`src/rtl/irq_pkg.sv`:
```
// rtl/irq_pkg.sv - shared types and constants for the interrupt entry/return sequencer
package irq_pkg;

  // Sequencer states; IDLE must stay at zero so a cleared register means idle.
  typedef enum logic [2:0] {
    ST_IDLE      = 3'd0,
    ST_ARB       = 3'd1,
    ST_SAVE_LR   = 3'd2,
    ST_SAVE_SPSR = 3'd3,
    ST_VECTOR    = 3'd4,
    ST_RET       = 3'd5
  } irq_state_e;

  // CPSR write source select driven to the datapath.
  typedef enum logic [1:0] {
    CPSR_SRC_ALU  = 2'd0,
    CPSR_SRC_SPSR = 2'd1,
    CPSR_SRC_IRQ  = 2'd2
  } cpsr_src_e;

  // Byte distance between consecutive source vectors.
  localparam logic [31:0] VEC_STRIDE = 32'd4;

  // Width of a source index; covers up to 16 sources.
  localparam int IDX_W = 4;

endpackage

```
`src/rtl/irq_seq_ctrl_if.sv`:
```
// rtl/irq_seq_ctrl_if.sv - request/strobe bundle between the main FSM and the IRQ sequencer
interface irq_seq_ctrl_if #(
  parameter int NUM_SRC = 4
);

  logic [NUM_SRC-1:0] irq_req;
  logic [NUM_SRC-1:0] irq_en;
  logic               cpsr_i;
  logic               instr_done;
  logic               eret;

  logic               busy;
  logic               resume;
  logic               lr_we;
  logic               spsr_we;
  logic               cpsr_we;
  logic               pc_we;
  logic [1:0]         cpsr_src;
  logic [31:0]        vec_pc;
  logic [NUM_SRC-1:0] inta;
  logic [2:0]         nest_lvl;
  logic               nest_ovf;

  // Main FSM / interrupt fabric side.
  modport master (
    output irq_req, irq_en, cpsr_i, instr_done, eret,
    input  busy, resume, lr_we, spsr_we, cpsr_we, pc_we,
    input  cpsr_src, vec_pc, inta, nest_lvl, nest_ovf
  );

  // Sequencer side.
  modport slave (
    input  irq_req, irq_en, cpsr_i, instr_done, eret,
    output busy, resume, lr_we, spsr_we, cpsr_we, pc_we,
    output cpsr_src, vec_pc, inta, nest_lvl, nest_ovf
  );

endinterface

```
`src/rtl/irq_prio_enc.sv`:
```
// rtl/irq_prio_enc.sv - fixed-priority encoder, lowest set index wins
module irq_prio_enc
  import irq_pkg::*;
#(
  parameter int NUM_SRC = 4
) (
  input  logic [NUM_SRC-1:0] req,
  output logic [IDX_W-1:0]   idx,
  output logic               valid
);

  // Scan from the top down so the last hit, the lowest index, is kept.
  always_comb begin
    idx   = '0;
    valid = 1'b0;
    for (int i = NUM_SRC - 1; i >= 0; i--) begin
      if (req[i]) begin
        idx   = IDX_W'(i);
        valid = 1'b1;
      end
    end
  end

endmodule

```
`src/rtl/irq_seq_ctrl.sv`:
```
// rtl/irq_seq_ctrl.sv - IRQ entry/return sequencer driving LR/SPSR/CPSR/PC write strobes
module irq_seq_ctrl
  import irq_pkg::*;
#(
  parameter int          NUM_SRC  = 4,
  parameter int          NEST_MAX = 3,
  parameter logic [31:0] VEC_BASE = 32'h0000_0018
) (
  input  logic          clk,
  input  logic          rst,
  irq_seq_ctrl_if.slave bus
);

  localparam logic [2:0] NEST_LIMIT = 3'(NEST_MAX);

  irq_state_e         state_q, state_d;

  logic [NUM_SRC-1:0] pending;
  logic [IDX_W-1:0]   enc_idx;
  logic               enc_valid;
  logic               entry_req;
  logic               entry_ok;
  logic               entry_ovf;

  logic [IDX_W-1:0]   win_idx_q, win_idx_d;
  logic               busy_q, busy_d;
  logic               resume_q, resume_d;
  logic               lr_we_q, lr_we_d;
  logic               spsr_we_q, spsr_we_d;
  logic               cpsr_we_q, cpsr_we_d;
  logic               pc_we_q, pc_we_d;
  cpsr_src_e          cpsr_src_q, cpsr_src_d;
  logic [31:0]        vec_pc_q, vec_pc_d;
  logic [NUM_SRC-1:0] inta_q, inta_d;
  logic [2:0]         nest_lvl_q, nest_lvl_d;
  logic               nest_ovf_q, nest_ovf_d;

  assign pending = bus.irq_req & bus.irq_en;

  irq_prio_enc #(.NUM_SRC(NUM_SRC)) u_prio_enc (
    .req   (pending),
    .idx   (enc_idx),
    .valid (enc_valid)
  );

  // An exception return in the same cycle pre-empts entry; the request is
  // simply seen again at the next instruction boundary.
  assign entry_req = bus.instr_done && !bus.eret && enc_valid && !bus.cpsr_i;
  assign entry_ok  = entry_req && (nest_lvl_q < NEST_LIMIT);
  assign entry_ovf = entry_req && !(nest_lvl_q < NEST_LIMIT);

  // State register.
  always_ff @(posedge clk or posedge rst) begin
    if (rst) state_q <= ST_IDLE;
    else     state_q <= state_d;
  end

  // Next-state logic; pulses arriving outside IDLE are dropped.
  always_comb begin
    state_d = state_q;
    case (state_q)
      ST_IDLE: begin
        if (bus.eret)     state_d = ST_RET;
        else if (entry_ok) state_d = ST_ARB;
      end
      ST_ARB:       state_d = ST_SAVE_LR;
      ST_SAVE_LR:   state_d = ST_SAVE_SPSR;
      ST_SAVE_SPSR: state_d = ST_VECTOR;
      ST_VECTOR:    state_d = ST_IDLE;
      ST_RET:       state_d = ST_IDLE;
      default:      state_d = ST_IDLE;
    endcase
  end

  // Output decode of the next state so every strobe leaves a flop.
  always_comb begin
    win_idx_d  = win_idx_q;
    busy_d     = (state_d != ST_IDLE);
    lr_we_d    = 1'b0;
    spsr_we_d  = 1'b0;
    cpsr_we_d  = 1'b0;
    pc_we_d    = 1'b0;
    cpsr_src_d = CPSR_SRC_ALU;
    vec_pc_d   = vec_pc_q;
    inta_d     = '0;
    nest_lvl_d = nest_lvl_q;
    resume_d   = (state_d == ST_IDLE) &&
                 ((state_q == ST_VECTOR) || (state_q == ST_RET) ||
                  ((state_q == ST_IDLE) && bus.instr_done));
    nest_ovf_d = (state_q == ST_IDLE) && entry_ovf;

    // Winner is captured on entry so a request dropping later cannot
    // change which source gets vectored.
    if ((state_q == ST_IDLE) && (state_d == ST_ARB)) win_idx_d = enc_idx;

    case (state_d)
      ST_SAVE_LR:   lr_we_d   = 1'b1;
      ST_SAVE_SPSR: spsr_we_d = 1'b1;
      ST_VECTOR: begin
        cpsr_we_d  = 1'b1;
        pc_we_d    = 1'b1;
        cpsr_src_d = CPSR_SRC_IRQ;
        vec_pc_d   = VEC_BASE + VEC_STRIDE * 32'(win_idx_q);
        inta_d     = NUM_SRC'(1) << win_idx_q;
        nest_lvl_d = nest_lvl_q + 3'd1;
      end
      ST_RET: begin
        cpsr_we_d  = 1'b1;
        cpsr_src_d = CPSR_SRC_SPSR;
        if (nest_lvl_q != 3'd0) nest_lvl_d = nest_lvl_q - 3'd1;
      end
      default: ;
    endcase
  end

  // Output and bookkeeping registers.
  always_ff @(posedge clk or posedge rst) begin
    if (rst) begin
      win_idx_q  <= '0;
      busy_q     <= 1'b0;
      resume_q   <= 1'b0;
      lr_we_q    <= 1'b0;
      spsr_we_q  <= 1'b0;
      cpsr_we_q  <= 1'b0;
      pc_we_q    <= 1'b0;
      cpsr_src_q <= CPSR_SRC_ALU;
      vec_pc_q   <= VEC_BASE;
      inta_q     <= '0;
      nest_lvl_q <= 3'd0;
      nest_ovf_q <= 1'b0;
    end else begin
      win_idx_q  <= win_idx_d;
      busy_q     <= busy_d;
      resume_q   <= resume_d;
      lr_we_q    <= lr_we_d;
      spsr_we_q  <= spsr_we_d;
      cpsr_we_q  <= cpsr_we_d;
      pc_we_q    <= pc_we_d;
      cpsr_src_q <= cpsr_src_d;
      vec_pc_q   <= vec_pc_d;
      inta_q     <= inta_d;
      nest_lvl_q <= nest_lvl_d;
      nest_ovf_q <= nest_ovf_d;
    end
  end

  assign bus.busy     = busy_q;
  assign bus.resume   = resume_q;
  assign bus.lr_we    = lr_we_q;
  assign bus.spsr_we  = spsr_we_q;
  assign bus.cpsr_we  = cpsr_we_q;
  assign bus.pc_we    = pc_we_q;
  assign bus.cpsr_src = cpsr_src_q;
  assign bus.vec_pc   = vec_pc_q;
  assign bus.inta     = inta_q;
  assign bus.nest_lvl = nest_lvl_q;
  assign bus.nest_ovf = nest_ovf_q;

endmodule

```
`src/flat_wrapper.sv`:
```
// flat-port wrapper written by rule: the top's interface ports become plain ports
module irq_seq_ctrl_flat import irq_pkg::*;
#(
  parameter int          NUM_SRC  = 4,
  parameter int          NEST_MAX = 3,
  parameter logic [31:0] VEC_BASE = 32'h0000_0018
)
  (clk, rst, bus_irq_req, bus_irq_en, bus_cpsr_i, bus_instr_done, bus_eret, bus_busy, bus_resume, bus_lr_we, bus_spsr_we, bus_cpsr_we, bus_pc_we, bus_cpsr_src, bus_vec_pc, bus_inta, bus_nest_lvl, bus_nest_ovf);
  irq_seq_ctrl_if #(.NUM_SRC(NUM_SRC)) bus_i ();
  input  logic clk;
  input  logic rst;
  input wire logic [$bits(bus_i.irq_req)-1:0] bus_irq_req;
  input wire logic [$bits(bus_i.irq_en)-1:0] bus_irq_en;
  input wire logic [$bits(bus_i.cpsr_i)-1:0] bus_cpsr_i;
  input wire logic [$bits(bus_i.instr_done)-1:0] bus_instr_done;
  input wire logic [$bits(bus_i.eret)-1:0] bus_eret;
  output wire logic [$bits(bus_i.busy)-1:0] bus_busy;
  output wire logic [$bits(bus_i.resume)-1:0] bus_resume;
  output wire logic [$bits(bus_i.lr_we)-1:0] bus_lr_we;
  output wire logic [$bits(bus_i.spsr_we)-1:0] bus_spsr_we;
  output wire logic [$bits(bus_i.cpsr_we)-1:0] bus_cpsr_we;
  output wire logic [$bits(bus_i.pc_we)-1:0] bus_pc_we;
  output wire logic [$bits(bus_i.cpsr_src)-1:0] bus_cpsr_src;
  output wire logic [$bits(bus_i.vec_pc)-1:0] bus_vec_pc;
  output wire logic [$bits(bus_i.inta)-1:0] bus_inta;
  output wire logic [$bits(bus_i.nest_lvl)-1:0] bus_nest_lvl;
  output wire logic [$bits(bus_i.nest_ovf)-1:0] bus_nest_ovf;
  assign bus_i.irq_req = bus_irq_req;
  assign bus_i.irq_en = bus_irq_en;
  assign bus_i.cpsr_i = bus_cpsr_i;
  assign bus_i.instr_done = bus_instr_done;
  assign bus_i.eret = bus_eret;
  assign bus_busy = bus_i.busy;
  assign bus_resume = bus_i.resume;
  assign bus_lr_we = bus_i.lr_we;
  assign bus_spsr_we = bus_i.spsr_we;
  assign bus_cpsr_we = bus_i.cpsr_we;
  assign bus_pc_we = bus_i.pc_we;
  assign bus_cpsr_src = bus_i.cpsr_src;
  assign bus_vec_pc = bus_i.vec_pc;
  assign bus_inta = bus_i.inta;
  assign bus_nest_lvl = bus_i.nest_lvl;
  assign bus_nest_ovf = bus_i.nest_ovf;
  irq_seq_ctrl #(.NUM_SRC(NUM_SRC), .NEST_MAX(NEST_MAX), .VEC_BASE(VEC_BASE)) u_core (.clk(clk), .rst(rst), .bus(bus_i));
endmodule
```
`config.mk`:
```
export PLATFORM = sky130hd
export DESIGN_NAME = irq_seq_ctrl_flat
export DESIGN_NICKNAME = d
export VERILOG_FILES = /design/src/rtl/irq_pkg.sv /design/src/rtl/irq_seq_ctrl_if.sv /design/src/rtl/irq_prio_enc.sv /design/src/rtl/irq_seq_ctrl.sv /design/src/flat_wrapper.sv
export SDC_FILE = /design/constraint.sdc
export NUM_CORES = 1
export LEC_CHECK = 0
export BUFFER_PORTS_ARGS = -buffer_cell sky130_fd_sc_hd__buf_2
export CORE_UTILIZATION = 38
export DETAILED_ROUTE_END_ITERATION = 16
export GPL_TIMING_DRIVEN = 0
export PLACE_DENSITY_LB_ADDON = 0.25
export SYNTH_ARGS = -nofsm -noshare
export SYNTH_HDL_FRONTEND = slang
export SYNTH_SLANG_ARGS = --single-unit
```
`constraint.sdc`:
```
create_clock -name clk -period 2.3 [get_ports clk]
set_input_delay 0.115 -clock clk [delete_from_list [all_inputs] [get_ports clk]]
set_output_delay 0.115 -clock clk [all_outputs]
set_load 0.02 [all_outputs]
```
==> results.json <==
{
  "drtPass1Iterations": 2,
  "dieHeight_um": 58.2,
  "dieWidth_um": 58.2,
  "synth_edf_count": 0,
  "worstSetupEndpointType": "flop",
  "drive_gt1_share_pct": 39.9,
  "fp-row-count": 20,
  "overflow": 0,
  "final_common_cell": "buf_2",
  "skew_ns": 0.00332,
  "met3_length_um": 121,
  "via_count": 914,
  "top_layer_used": "met4",
  "cts_hold_buf": 1,
  "power.leakage_nw": 0.904,
  "hold_viol_final": 0,
  "ys_types": 35,
  "setup_tns_ns": 0,
  "nets": 193,
  "die_area_um2": 3390,
  "grt_pass1_wl_um": 3480,
  "reg2reg_from": "u_core.state_q[1]",
  "tightestPinTransition_ns": 0.854,
  "htree_levels": 1,
  "root_buffer": "clkbuf_4",
  "routedWlPerCell_um": 9.16,
  "area_growth_pct": 29.4,
  "cellPowerDensity_nw_per_um2": 1030,
  "routed_wl_um": 2030,
  "start_util_pct": 39.6,
  "gp_congestion": 0.685,
  "dpl_worst_slack_ns": 0.178,
  "final_max_slew_viol_count": 0,
  "synthFlopType": "dfrtp_1",
  "cts.repair.resized": 0,
  "core_area_um2": 3030,
  "portBuffers": 32,
  "fillers": 285,
  "setup.worst_path.start": "u_core.state_q[1]",
  "met2RoutedLength_um": 975,
  "post_cts_buffers": 0,
  "wl_met1_um": 898,
  "ios": 61,
  "fin_crit_sh_pct": 93.2,
  "ir_drop_mv": 0.382,
  "syn_area_um2": 1200,
  "antenna_left": 0,
  "r2r_slack_ns": 0.16,
  "drt_iter0_drc": 14,
  "clockBufferDepth": 2,
  "antenna_found_initial": 0,
  "layout_common_cells": "buf_2 (33), buf_4 (29), conb_1 (28)",
  "cp_data_arrival_time_ns": 2.40,
  "worstHoldPathType": "in -> reg",
  "syn_avg_cell_area_um2": 10.5,
  "hpwl_um": 1590,
  "setup_viol": 0,
  "synth_cells": 114,
  "startpoint_type": "flop",
  "via_per_inst": 4.12,
  "ys_async_sr_fraction_pct": 100,
  "fin_crit_ns": 2.14,
  "grt_pass1_vias": 814,
  "path_class": "reg -> reg",
  "status": "complete, no violations",
  "cts_tree": "built",
  "clk-insertion-delay-late_ns": 0.31,
  "clock.fmax_mhz": 466,
  "r2r-end": "u_core.bus.nest_lvl[2]",
  "critPathRequiredTime_ns": 2.56,
  "drc": 0,
  "slew_headroom_pct": 43.0,
  "worstSetupEndpoint": "u_core.bus.nest_lvl[2]",
  "setup_slack_ns": 0.156,
  "cts.sinks": 24,
  "cap_violations": 0,
  "grt_usage_pct": 13.5,
  "rsz0062_at_grt": "false",
  "ys_seq_area_share_pct": 50.2,
  "grt_max_degree": 25,
  "numCtsBuffers": 3,
  "critPathMaxFanout": 8,
  "yosysWarnings": 0,
  "reg2reg_depth": 8,
  "n_antenna_cell": 0,
  "ys_ff_latch": 24,
  "cts.clk_slew.worst_paths_ns": 0.12
}
==> state kept, by name (all words and copies together), names as in the netlist <==
register             flops
u_core.bus.nest_ovf      1
u_core.bus.busy          1
u_core.bus.spsr_we       1
u_core.bus.inta          4
u_core.bus.nest_lvl      3
u_core.state_q           3
u_core.bus.vec_pc        3
u_core.bus.resume        1
u_core.bus.lr_we         1
u_core.bus.pc_we         1
u_core.bus.cpsr_we       1
u_core.bus.cpsr_src      2
u_core.win_idx_q         2
==> Yosys cell counts (2+ instances only) <==
cell type | n | area (um^2)
nor4_1 | 2 | 12.5
buf_4 | 29 | 218
xnor2_1 | 2 | 17.5
nand2_1 | 5 | 18.8
nor2_1 | 9 | 33.8
a22o_1 | 2 | 17.5
a21oi_1 | 4 | 20.0
dfrtp_1 | 23 | 576
mux2_2 | 3 | 33.8
inv_1 | 6 | 22.5
o21ai_0 | 2 | 10.0
mux2i_1 | 3 | 30.0
nor3_1 | 2 | 10.0
==> cell families (layout without fill, tap and decap cells) <==
family                   Yosys count  after routing  synth area share (%)
adder cells (fa/ha/maj)            1              1                  1.04
buffers and inverters             37             74                  20.8
XOR/XNOR                           2              2                  1.46
AND/OR/NAND/NOR                   28             28                  12.1
AO/OA/AOI/OAI                     15             15                  8.86
multiplexers                       6              6                  5.32
other                              1             28                 0.313
flip-flops                        24             24                  50.2
==> layer usage <==
metal  vias to the layer above  GRT usage [%]
li1                        454              -
met1                       417           16.5
met4                         0           6.12
met2                        39           23.5
met5                         -              0
met3                         4           2.01
==> through the flow <==
| step | std cells | area, um^2 | utilization (%) | total power [mW] | hold slack, ns |
|---|---|---|---|---|---|
| 4_1_cts | 222 | 1550 | 51.3 | 1.61 | 0.133 |
| 6_report | 222 | 1550 | 51.3 | 1.60 | 0.135 |
| 5_1_grt | 222 | 1550 | 51.3 | 1.73 | 0.167 |
| 3_3_place_gp | 217 | 1520 | 50.1 | 1.40 | 0.329 |
| 3_5_place_dp | 217 | 1520 | 50.1 | 1.42 | 0.339 |
| 2_1_floorplan | 141 | 1300 | - | 1.22 | 0.129 |
==> critical path: stages, from the launching register on <==
cell and delay [ns]:
dfrtp_1 0.46, or4b_1 0.52, buf_2 0.17, xnor2_1 0.14
ha_1 0.18, nor2_1 0.04, mux2i_1 0.18, mux2i_1 0.21
o221a_1 0.18
==> worst min-delay path by stage <==
| stage | end | slack [ns] | start | cells past startpoint |
|---|---|---|---|---|
| 3_3_place_gp | u_core.bus.cpsr_src[1] | 0.33 | rst | 2 |
| 2_1_floorplan | u_core.bus.busy | 0.13 | rst | 1 |
| 4_1_cts | u_core.bus.busy | 0.13 | bus_eret | 3 |
| 6_report | u_core.bus.busy | 0.14 | bus_eret | 3 |
| 3_5_place_dp | u_core.bus.cpsr_src[1] | 0.34 | rst | 2 |
| 5_1_grt | u_core.bus.busy | 0.17 | bus_eret | 3 |
==> where the power goes <==
| group | internal, mW | total [mW] | leakage [nW] | switching (mW) |
|---|---|---|---|---|
| sequential | 0.572 | 0.681 | 0.313 | 0.110 |
| combinational | 0.301 | 0.728 | 0.576 | 0.428 |
| clock | 0.0677 | 0.186 | 0.0150 | 0.118 |
==> final cells by class <==
| type | instances | area (um^2) | area share, % |
|---|---|---|---|
| Timing Repair Buffer | 33 | 170 | 11.0 |
| Sequential cell | 24 | 602 | 38.8 |
| Multi-Input combinational cell | 80 | 450 | 29.0 |
| Clock buffer | 4 | 26.3 | 1.69 |
| Tap cell | 44 | 55.1 | 3.55 |
| Inverter | 6 | 22.5 | 1.45 |
| Buffer | 31 | 226 | 14.6 |
(Power assumes the default switching activity.)
